$ cat src/rtl/seg7_pkg.sv
// Shared definitions for the seven-segment capture decoder: segment patterns,
// FSM state type and the pattern-to-digit decode function.
package seg7_pkg;

  localparam logic [6:0] SEG7_0     = 7'h3F;
  localparam logic [6:0] SEG7_1     = 7'h06;
  localparam logic [6:0] SEG7_2     = 7'h5B;
  localparam logic [6:0] SEG7_3     = 7'h4F;
  localparam logic [6:0] SEG7_4     = 7'h66;
  localparam logic [6:0] SEG7_5     = 7'h6D;
  localparam logic [6:0] SEG7_6     = 7'h7D;
  localparam logic [6:0] SEG7_7     = 7'h07;
  localparam logic [6:0] SEG7_8     = 7'h7F;
  localparam logic [6:0] SEG7_9     = 7'h6F;
  localparam logic [6:0] SEG7_BLANK = 7'h00;

  typedef enum logic {
    SETTLE = 1'b0,
    LOCKED = 1'b1
  } state_t;

  // Returns {legal, digit}; digit is 0 when the pattern is not a decimal digit.
  function automatic logic [4:0] seg7_decode(input logic [6:0] seg);
    case (seg)
      SEG7_0:  seg7_decode = {1'b1, 4'd0};
      SEG7_1:  seg7_decode = {1'b1, 4'd1};
      SEG7_2:  seg7_decode = {1'b1, 4'd2};
      SEG7_3:  seg7_decode = {1'b1, 4'd3};
      SEG7_4:  seg7_decode = {1'b1, 4'd4};
      SEG7_5:  seg7_decode = {1'b1, 4'd5};
      SEG7_6:  seg7_decode = {1'b1, 4'd6};
      SEG7_7:  seg7_decode = {1'b1, 4'd7};
      SEG7_8:  seg7_decode = {1'b1, 4'd8};
      SEG7_9:  seg7_decode = {1'b1, 4'd9};
      default: seg7_decode = {1'b0, 4'd0};
    endcase
  endfunction

endpackage

$ cat src/rtl/seg7_sync_debounce.sv
// Two-flop synchronizer for the {dp, seg} bus plus a saturating run-length
// counter of identical synchronized samples.
module seg7_sync_debounce #(
  parameter int unsigned STABLE_CYCLES = 4
) (
  input  logic       clk,
  input  logic       reset,
  input  logic [7:0] raw,
  output logic [7:0] sample,
  output logic       stable
);

  localparam int unsigned CW = $clog2(STABLE_CYCLES + 1);
  localparam logic [CW-1:0] CMAX = CW'(STABLE_CYCLES);

  logic [7:0]    meta;
  logic [CW-1:0] cnt;

  // The counter tracks the sample being loaded this edge, so it reloads to 1 on a change.
  always_ff @(posedge clk) begin
    if (reset) begin
      meta   <= 8'h00;
      sample <= 8'h00;
      cnt    <= '0;
    end else begin
      meta   <= raw;
      sample <= meta;
      if (meta != sample) begin
        cnt <= CW'(1);
      end else if (cnt != CMAX) begin
        cnt <= cnt + CW'(1);
      end
    end
  end

  assign stable = (cnt == CMAX);

endmodule

$ cat src/rtl/seg7_capture_decoder.sv
// Debounced seven-segment capture and decode with change events and counters.
// Optional sequence checker enabled by defining SEG7_SEQ_CHECK_EN.
module seg7_capture_decoder
  import seg7_pkg::*;
#(
  parameter int unsigned STABLE_CYCLES = 4,
  parameter int unsigned CNT_W         = 8
) (
  input  logic             clk,
  input  logic             reset,
  input  logic [6:0]       seg_in,
  input  logic             dp_in,
  output logic [3:0]       digit_out,
  output logic             dp_out,
  output logic             digit_valid,
  output logic             blank,
  output logic             illegal,
  output logic [CNT_W-1:0] change_count,
  output logic             seq_err,
  output logic [7:0]       err_count
);

  logic [7:0] sample;
  logic       stable;

  seg7_sync_debounce #(.STABLE_CYCLES(STABLE_CYCLES)) u_sync (
    .clk    (clk),
    .reset  (reset),
    .raw    ({dp_in, seg_in}),
    .sample (sample),
    .stable (stable)
  );

  state_t     state, state_next;
  logic [7:0] locked_pat, locked_pat_d;
  logic [7:0] last_pat, last_pat_d;
  logic       last_valid, last_valid_d;
  logic [4:0] dec;
  logic       eval, is_new, ev_legal, ev_blank, ev_illegal;

  logic [3:0]       digit_d;
  logic             dp_d, blank_d, valid_d, illegal_d;
  logic [CNT_W-1:0] count_d;

  always_ff @(posedge clk) begin
    if (reset) state <= SETTLE;
    else       state <= state_next;
  end

  always_comb begin
    state_next = state;
    case (state)
      SETTLE:  if (stable) state_next = LOCKED;
      LOCKED:  if (sample != locked_pat) state_next = SETTLE;
      default: state_next = SETTLE;
    endcase
  end

  // An accepted pattern fires only if it differs from the last one; the reset
  // "none" state treats an all-zero bus as already seen.
  always_comb begin
    dec          = seg7_decode(sample[6:0]);
    eval         = (state == SETTLE) && stable;
    is_new       = eval && !((last_valid && (sample == last_pat)) ||
                             (!last_valid && (sample == 8'h00)));
    ev_blank     = is_new && (sample[6:0] == SEG7_BLANK);
    ev_legal     = is_new && dec[4];
    ev_illegal   = is_new && !dec[4] && !ev_blank;
    locked_pat_d = eval ? sample : locked_pat;
    last_pat_d   = is_new ? sample : last_pat;
    last_valid_d = last_valid || is_new;
    valid_d      = ev_legal;
    illegal_d    = ev_illegal;
    digit_d      = ev_legal ? dec[3:0] : digit_out;
    dp_d         = ev_legal ? sample[7] : dp_out;
    blank_d      = ev_blank ? 1'b1 : (ev_legal ? 1'b0 : blank);
    count_d      = ev_legal ? change_count + CNT_W'(1) : change_count;
  end

  always_ff @(posedge clk) begin
    if (reset) begin
      locked_pat   <= 8'h00;
      last_pat     <= 8'h00;
      last_valid   <= 1'b0;
      digit_out    <= 4'd0;
      dp_out       <= 1'b0;
      digit_valid  <= 1'b0;
      blank        <= 1'b0;
      illegal      <= 1'b0;
      change_count <= '0;
    end else begin
      locked_pat   <= locked_pat_d;
      last_pat     <= last_pat_d;
      last_valid   <= last_valid_d;
      digit_out    <= digit_d;
      dp_out       <= dp_d;
      digit_valid  <= valid_d;
      blank        <= blank_d;
      illegal      <= illegal_d;
      change_count <= count_d;
    end
  end

`ifdef SEG7_SEQ_CHECK_EN
  logic [3:0] prev_digit, expect_digit;
  logic       have_prev, seq_hit;

  // A repeated digit can only arrive through a dp-only change, which is allowed.
  always_comb begin
    expect_digit = (prev_digit == 4'd9) ? 4'd0 : prev_digit + 4'd1;
    seq_hit      = ev_legal && have_prev && (dec[3:0] != expect_digit) &&
                   (dec[3:0] != prev_digit);
  end

  always_ff @(posedge clk) begin
    if (reset) begin
      prev_digit <= 4'd0;
      have_prev  <= 1'b0;
      seq_err    <= 1'b0;
      err_count  <= 8'h00;
    end else begin
      seq_err <= seq_hit;
      if (seq_hit && (err_count != 8'hFF)) err_count <= err_count + 8'd1;
      if (ev_legal) begin
        prev_digit <= dec[3:0];
        have_prev  <= 1'b1;
      end else if (ev_blank || ev_illegal) begin
        have_prev <= 1'b0;
      end
    end
  end
`else
  assign seq_err   = 1'b0;
  assign err_count = 8'h00;
`endif

endmodule

$ cat config.mk
export PLATFORM = sky130hd
export DESIGN_NAME = seg7_capture_decoder
export DESIGN_NICKNAME = d
export VERILOG_FILES = /design/src/rtl/seg7_pkg.sv /design/src/rtl/seg7_sync_debounce.sv /design/src/rtl/seg7_capture_decoder.sv
export SDC_FILE = /design/constraint.sdc
export NUM_CORES = 1
export LEC_CHECK = 0
export CORE_UTILIZATION = 30
export DETAILED_ROUTE_END_ITERATION = 10
export PLACE_DENSITY = 0.48
export SLEW_MARGIN = 5
export SYNTH_ARGS = -nofsm -noshare
export SYNTH_HDL_FRONTEND = slang
export SYNTH_HIERARCHICAL = 1
export SYNTH_SLANG_ARGS = --single-unit
$ cat constraint.sdc
create_clock -name clk -period 1.9 [get_ports clk]
set_input_delay 0.38 -clock clk [delete_from_list [all_inputs] [get_ports clk]]
set_output_delay 0.38 -clock clk [all_outputs]
set_load 0.01 [all_outputs]
==> PnR_summary.wiki, run 1 <==
{| class="wikitable"
! Metric !! Value
|-
| Result of the run || finished with violations
|-
| Failing checks || setup timing
|-
| DRC violations left || 0
|-
| Async SR Flop Fraction || 0%
|-
| Capture point of the worst reg-to-reg path || change_count[5]$_SDFFE_PP0P_
|-
| Static Leak || 1.26 nW
|-
| Wire length per cell || 12.2 µm
|-
| Number of non-filler instances in the completed layout || 428
|-
| Startpoint of the worst register-to-register path || u_sync/sample[5]$_SDFF_PP0_
|-
| WP data required || 2150 ps
|-
| Cell area after placement || 0.00298 mm²
|-
| Final setup violating endpoints || 5
|-
| Fraction of the yosys area taken by sequential cells || 43.7%
|-
| R2R cell count || 6
|-
| Setup total negative slack || -142 ps
|-
| Clock edge transition at the registers on the reported setup and hold paths || 100 ps
|-
| TritonCTS clock tree || yes
|-
| Last weighted congestion value of the routability-driven placer || 0.789
|-
| Power consumption || 2.24 mW
|-
| Type of element capturing the critical path || flop
|-
| Detailed-route wire length || 5230 µm
|-
| Type of the tightest min-delay check || reg2reg
|-
| Total power per unit cell area || 694 mW/mm²
|-
| End-of-flow core utilization || 41.5%
|-
| Final min period || 1970 ps
|-
| Number of different library cells in the post-synthesis netlist || 42
|-
| Total gr overflow || 0
|-
| Most repeated cell in the gate-level netlist after synthesis || dfxtp_1
|-
| Synth top cells by count || dfxtp_1 (53), nand2_1 (29), a21oi_1 (22)
|-
| Nets || 338
|-
| Proportion of netlist area held by the largest area contributor || 43.7%
|-
| Effective utilization at floorplan || 31.3%
|-
| Critical Path End || change_count[5]$_SDFFE_PP0P_
|-
| CP arrival || 2210 ps
|-
| Largest net degree at the start of global routing || 54
|-
| Iteration-0 DRC Markers || 58
|-
| Worst-path maximum fanout || 8
|-
| Global routing usage summed across all routing layers || 13.2%
|-
| Dpl hpwl || 3740 µm
|-
| Die area || 0.00846 mm²
|-
| Cell accounting for the most synthesized area || dfxtp_1
|-
| Clock sink total || 53
|-
| Antenna cells || 0
|-
| Leading post-synthesis cells by cell area || dfxtp_1 (44%), xnor2_1 (6.8%), buf_4 (4.6%)
|-
| Post-synth top flop || dfxtp_1
|-
| Worst setup path start || u_sync/sample[5]$_SDFF_PP0_
|-
| Insertion delay to the later sink of the worst-skew pair || 310 ps
|-
| Htree depth || 2
|-
| Number of warning messages in the yosys log || 6
|-
| Average via count per standard cell || 4.60
|-
| Dpl ws || -88.4 ps
|-
| Crit Path Category || reg2reg
|-
| Highest Clock Rate || 509 MHz
|-
| Final period util || 103%
|-
| Proportion of layout cells with a drive suffix above 1 || 23.0%
|-
| Count of buffers inserted at the top-level ports || 25
|-
| Number of buffers inserted during clock tree synthesis || 5
|-
| Vias in the first global route || 1,870
|-
| Type of element launching the critical path || flop
|-
| Cell row count || 32
|-
| Hold WS || 472 ps
|-
| Setup repair after global routing missed its margin || yes
|-
| Dpl cells || 417
|-
| Worst IR drop on VDD || 394 µV
|-
| Final max-slew violation count || 0
|-
| Count of flip-flops with a built-in enable after synthesis || 0
|-
| Via total after detailed routing || 1,968
|-
| Post-route standard cell area excluding fillers || 0.00322 mm²
|-
| Boundary Pins || 35
|-
| Cell area after synthesis || 0.00243 mm²
|-
| Die span in y || 92.0 µm
|-
| Average cell area after synthesis || 8.87 µm²
|-
| Post-Route Skew || 7.72 ps
|-
| Wire length of the first global-routing pass || 8860 µm
|-
| Count of max-cap constraint violations || 0
|-
| Initial antenna violation count || 0
|-
| Buffers from clock root to sink, at most || 2
|-
| Library cell used as clock root buffer || clkbuf_8
|-
| Post-Syn Instances || 274
|-
| Drt first pass iters || 4
|-
| Filler cells || 785
|-
| Flops & latches, synth || 53
|-
| Horizontal die dimension || 92.0 µm
|-
| Area Growth Syn to Fin || 32.7%
|-
| Count of endpoints failing hold in the final timing report || 0
|-
| Number of routed nets with antenna violations || 0
|-
| Core ar. || 0.00777 mm²
|-
| Flop2flop setup slack || -70 ps
|-
| PnR worst setup slack || -65.2 ps
|}
flip-flops by register name (all words and copies together), names as in the netlist:
signal	cells
digit_valid	1
locked_pat	8
change_count	8
u_sync/cnt	3
last_valid	1
digit_out	4
last_pat	8
blank	1
dp_out	1
u_sync/sample	8
state	1
u_sync/meta	8
illegal	1
power by group:
group          total (mW)  internal [mW]  switching, mW
clock network       0.903          0.524          0.380
registers            1.15           1.13         0.0189
logic               0.186         0.0927         0.0936
layer usage:
metal	share of wire, %	wire (µm)	GRT usage (%)	up-vias
li1	-	-	-	1009
met1	47	2450	16.7	916
met2	49	2570	22.5	37
met3	3.0	155	2.90	6
met4	1.1	56	3.78	0
met5	0	0	0	-
final cells by class:
type                            count  area, µm²  share of cell area (%)
Clock buffer                        5       68.8                    2.13
Clock inverter                      3       65.1                    2.02
Inverter                            8       32.5                    1.01
Multi-Input combinational cell    194       1310                    40.5
Timing Repair Buffer               63        551                    17.1
Sequential cell                    53       1070                    33.3
Tap cell                          102        128                    3.96
kinds of logic (layout without fill, tap and decap cells):
logic type	count (synthesis)	count (layout)	synth area share, %
AND/OR/NAND/NOR	102	102	21.8
flip-flops	53	53	43.7
XOR/XNOR	27	27	9.73
AO/OA/AOI/OAI	43	43	10.9
other	1	9	0.154
multiplexers	10	10	4.12
buffers and inverters	35	79	8.08
adder cells (fa/ha/maj)	3	3	1.54
worst max-delay path, stage by stage, from the launching register on:
cell and delay, ps:
dfxtp_4 370, or3_4 400, nor3_4 180, o21ai_2 100
a21o_4 250, or4_4 480, a21oi_2 120
layout by cell type (no fill, tap or decap), drive strengths merged, types with 5 or more instances in the layout:
cell	count
a21oi	22
buf	39
clkbuf	5
clkdlybuf4s50	24
conb	9
dfxtp	53
inv	8
mux2i	10
nand2	29
nand3	5
nand4	5
nor2	17
nor2b	14
nor3	7
o21ai	8
or3	6
xnor2	19
xor2	8
worst min-delay path by stage:
stage	slack, ps	to	cells past startpoint	from
after floorplan	440	last_valid$_SDFF_PP0_	2	last_valid$_SDFF_PP0_
after global placement	450	locked_pat[5]$_SDFFE_PP0P_	2	locked_pat[5]$_SDFFE_PP0P_
after detailed placement	460	locked_pat[4]$_SDFFE_PP0P_	2	locked_pat[4]$_SDFFE_PP0P_
after CTS	480	u_sync/sample[5]$_SDFF_PP0_	1	u_sync/meta[5]$_SDFF_PP0_
after global routing	490	u_sync/sample[5]$_SDFF_PP0_	1	u_sync/meta[5]$_SDFF_PP0_
final	470	u_sync/sample[5]$_SDFF_PP0_	1	u_sync/meta[5]$_SDFF_PP0_
repair_timing:
action | in CTS | in global routing
endpoints found under the setup margin | 10 | 13
gates cloned | 0 | 0
pin swaps | 0 | 2
hold buffers | 0 | 0
buffers inserted | 3 | 0
resized for setup | 12 | 11
(Power assumes the default switching activity.)
==> run 2: changes to the inputs <==
- DONT_BUFFER_PORTS: default -> 1
- PLACE_DENSITY: 0.48 -> 0.42
==> PnR_summary.wiki, run 2 (same netlist as run 1, synthesis figures left out) <==
{| class="wikitable"
! Metric !! Value
|-
| Iteration-0 DRC Markers || 61
|-
| Global routing usage summed across all routing layers || 14.1%
|-
| Largest net degree at the start of global routing || 54
|-
| Average via count per standard cell || 4.70
|-
| Fraction of power consumed by the clock network || 33.0%
|-
| Capture point of the worst reg-to-reg path || change_count[5]$_SDFFE_PP0P_
|-
| Last weighted congestion value of the routability-driven placer || 0.787
|-
| CP cell instances || or3_4, nor3_4, o21ai_4, a21o_4, or4_4, a21oi_2
|-
| Htree depth || 2
|-
| End-of-flow core utilization || 39.5%
|-
| Startpoint of the worst register-to-register path || u_sync/sample[5]$_SDFF_PP0_
|-
| Worst-path maximum fanout || 5
|-
| Dpl hpwl || 3760 µm
|-
| Count of buffers inserted at the top-level ports || 0
|-
| DRC violations left || 0
|-
| Horizontal die dimension || 92.0 µm
|-
| Power consumption || 1.95 mW
|-
| Normalized max-slew margin || 65.2%
|-
| Final max-slew violation count || 0
|-
| Core ar. || 0.00777 mm²
|-
| Count of buffer and inverter cells on the critical path || 0
|-
| Area Growth Syn to Fin || 26.2%
|-
| Buffers from clock root to sink, at most || 2
|-
| Proportion of power drawn by combinational gates || 8.2%
|-
| Highest Clock Rate || 503 MHz
|-
| Clock sink total || 53
|-
| Leading cell type in the layout, fill and taps excluded || dfxtp_1
|-
| PnR worst setup slack || -87.5 ps
|-
| Count of max-cap constraint violations || 0
|-
| Worst min-delay path startpoint || reset
|-
| Type of element capturing the critical path || flop
|-
| Internal power summed over all cells || 1.47 mW
|-
| TritonCTS clock tree || yes
|-
| Crit-path leading delay family || simple AND/OR/NAND/NOR gates
|-
| Vias in the first global route || 1,851
|-
| Wire length per cell || 13.8 µm
|-
| Number of buffers inserted during clock tree synthesis || 5
|-
| Drt first pass iters || 4
|-
| Die span in y || 92.0 µm
|-
| Flop2flop setup slack || -90 ps
|-
| Number of stages on the worst setup path || 6
|-
| Total power per unit cell area || 636 mW/mm²
|-
| Final setup violating endpoints || 7
|-
| Via total after detailed routing || 1,902
|-
| Setup repair after global routing missed its margin || yes
|-
| Most frequent cells in the layout || dfxtp_1 (43), buf_4 (36), nand2_1 (26)
|-
| Number of routed nets with antenna violations || 0
|-
| Filler cells || 802
|-
| Static Leak || 1.17 nW
|-
| Hold WS || 128 ps
|-
| Initial antenna violation count || 0
|-
| Type of the tightest min-delay check || in2reg
|-
| Worst IR drop on VDD || 227 µV
|-
| Critical-path cell with the highest stage delay || or4_4
|-
| Nets || 315
|-
| Total gr overflow || 0
|-
| Result of the run || finished with violations
|-
| CP arrival || 2230 ps
|-
| WP data required || 2150 ps
|-
| Sw power || 0.480 mW
|-
| Cell row count || 32
|-
| Final period util || 105%
|-
| Boundary Pins || 35
|-
| Proportion of layout cells with a drive suffix above 1 || 31.4%
|-
| Wire length of the first global-routing pass || 9360 µm
|-
| R2R cell count || 6
|-
| Effective utilization at floorplan || 31.3%
|-
| Destination of the worst hold path || u_sync/meta[1]$_SDFF_PP0_
|-
| Count of endpoints failing hold in the final timing report || 0
|-
| Insertion delay to the later sink of the worst-skew pair || 310 ps
|-
| Worst path max stage delay || 480 ps
|-
| Failing checks || setup timing
|-
| Crit Path Category || reg2reg
|-
| Post-Route Skew || 5.83 ps
|-
| Switching part of the total || 24.6%
|-
| Type of element launching the critical path || flop
|-
| Worst-margin pin slew || 521 ps
|-
| Detailed-route wire length || 5610 µm
|-
| Hold Crit Depth || 1
|-
| Clock edge transition at the registers on the reported setup and hold paths || 100 ps
|-
| Antenna cells || 0
|-
| Library cell used as clock root buffer || clkbuf_8
|-
| Final min period || 1990 ps
|-
| Part of the total power dissipated in sequential elements || 58.8%
|-
| Die area || 0.00846 mm²
|}
run 2: cell type report:
cell class	count	area, µm²	share of cell area [%]
Sequential cell	53	1080	35.3
Multi-Input combinational cell	195	1440	46.8
Clock buffer	6	72.6	2.37
Clock inverter	2	13.8	0.449
Tap cell	102	128	4.16
Inverter	8	32.5	1.06
Timing Repair Buffer	39	304	9.91
run 2: stage by stage:
stage | cells | worst slack [ps] | setup TNS, ps | instance area, µm²
floorplan | 282 | -33.0 | -40.0 | 2510
global placement | 393 | -135 | -983 | 2730
detailed placement | 393 | -148 | -1000 | 2730
CTS | 403 | -60.1 | -208 | 2890
global route | 405 | -174 | -1250 | 3070
finish | 405 | -87.5 | -498 | 3070
run 2: power by group through the flow:
stage	clock, mW	combinational, mW	sequential, mW
global placement	0	0.144	1.17
floorplan	0	0.129	1.17
finish	0.645	0.159	1.15
CTS	0.682	0.149	1.15
global route	0.735	0.175	1.15
detailed placement	0	0.143	1.17
run 2: what timing repair did:
action                                  CTS  global route
hold buffers                              0             0
gates cloned                              1             0
gates resized for setup                  14            36
endpoints found under the setup margin   11            12
setup buffers                             1             2
pin swaps                                 4             6
run 2: worst max-delay path by stage:
| stage | from | endpoint | slack (ps) |
|---|---|---|---|
| 3_5_place_dp | u_sync/sample[5]$_SDFF_PP0_ | change_count[5]$_SDFFE_PP0P_ | -150 |
| 5_1_grt | u_sync/sample[5]$_SDFF_PP0_ | change_count[7]$_SDFFE_PP0P_ | -170 |
| 6_report | u_sync/sample[5]$_SDFF_PP0_ | change_count[5]$_SDFFE_PP0P_ | -90 |
| 2_1_floorplan | u_sync/cnt[0]$_SDFFE_PP0P_ | change_count[5]$_SDFFE_PP0P_ | -30 |
| 3_3_place_gp | u_sync/sample[5]$_SDFF_PP0_ | change_count[5]$_SDFFE_PP0P_ | -140 |
| 4_1_cts | u_sync/sample[5]$_SDFF_PP0_ | change_count[5]$_SDFFE_PP0P_ | -60 |
run 2: layer usage:
layer | GRT usage [%] | up-vias | wire length, µm
li1 | - | 962 | -
met1 | 18.3 | 894 | 2540
met2 | 23.3 | 39 | 2770
met3 | 3.23 | 7 | 232
met4 | 4.30 | 0 | 70
met5 | 0 | - | 0
==> run 3: changes to the inputs <==
- HOLD_SLACK_MARGIN: default -> 0.02
==> results of run 3 <==
Final layout, timing and power as in run 2 (identical DEF).
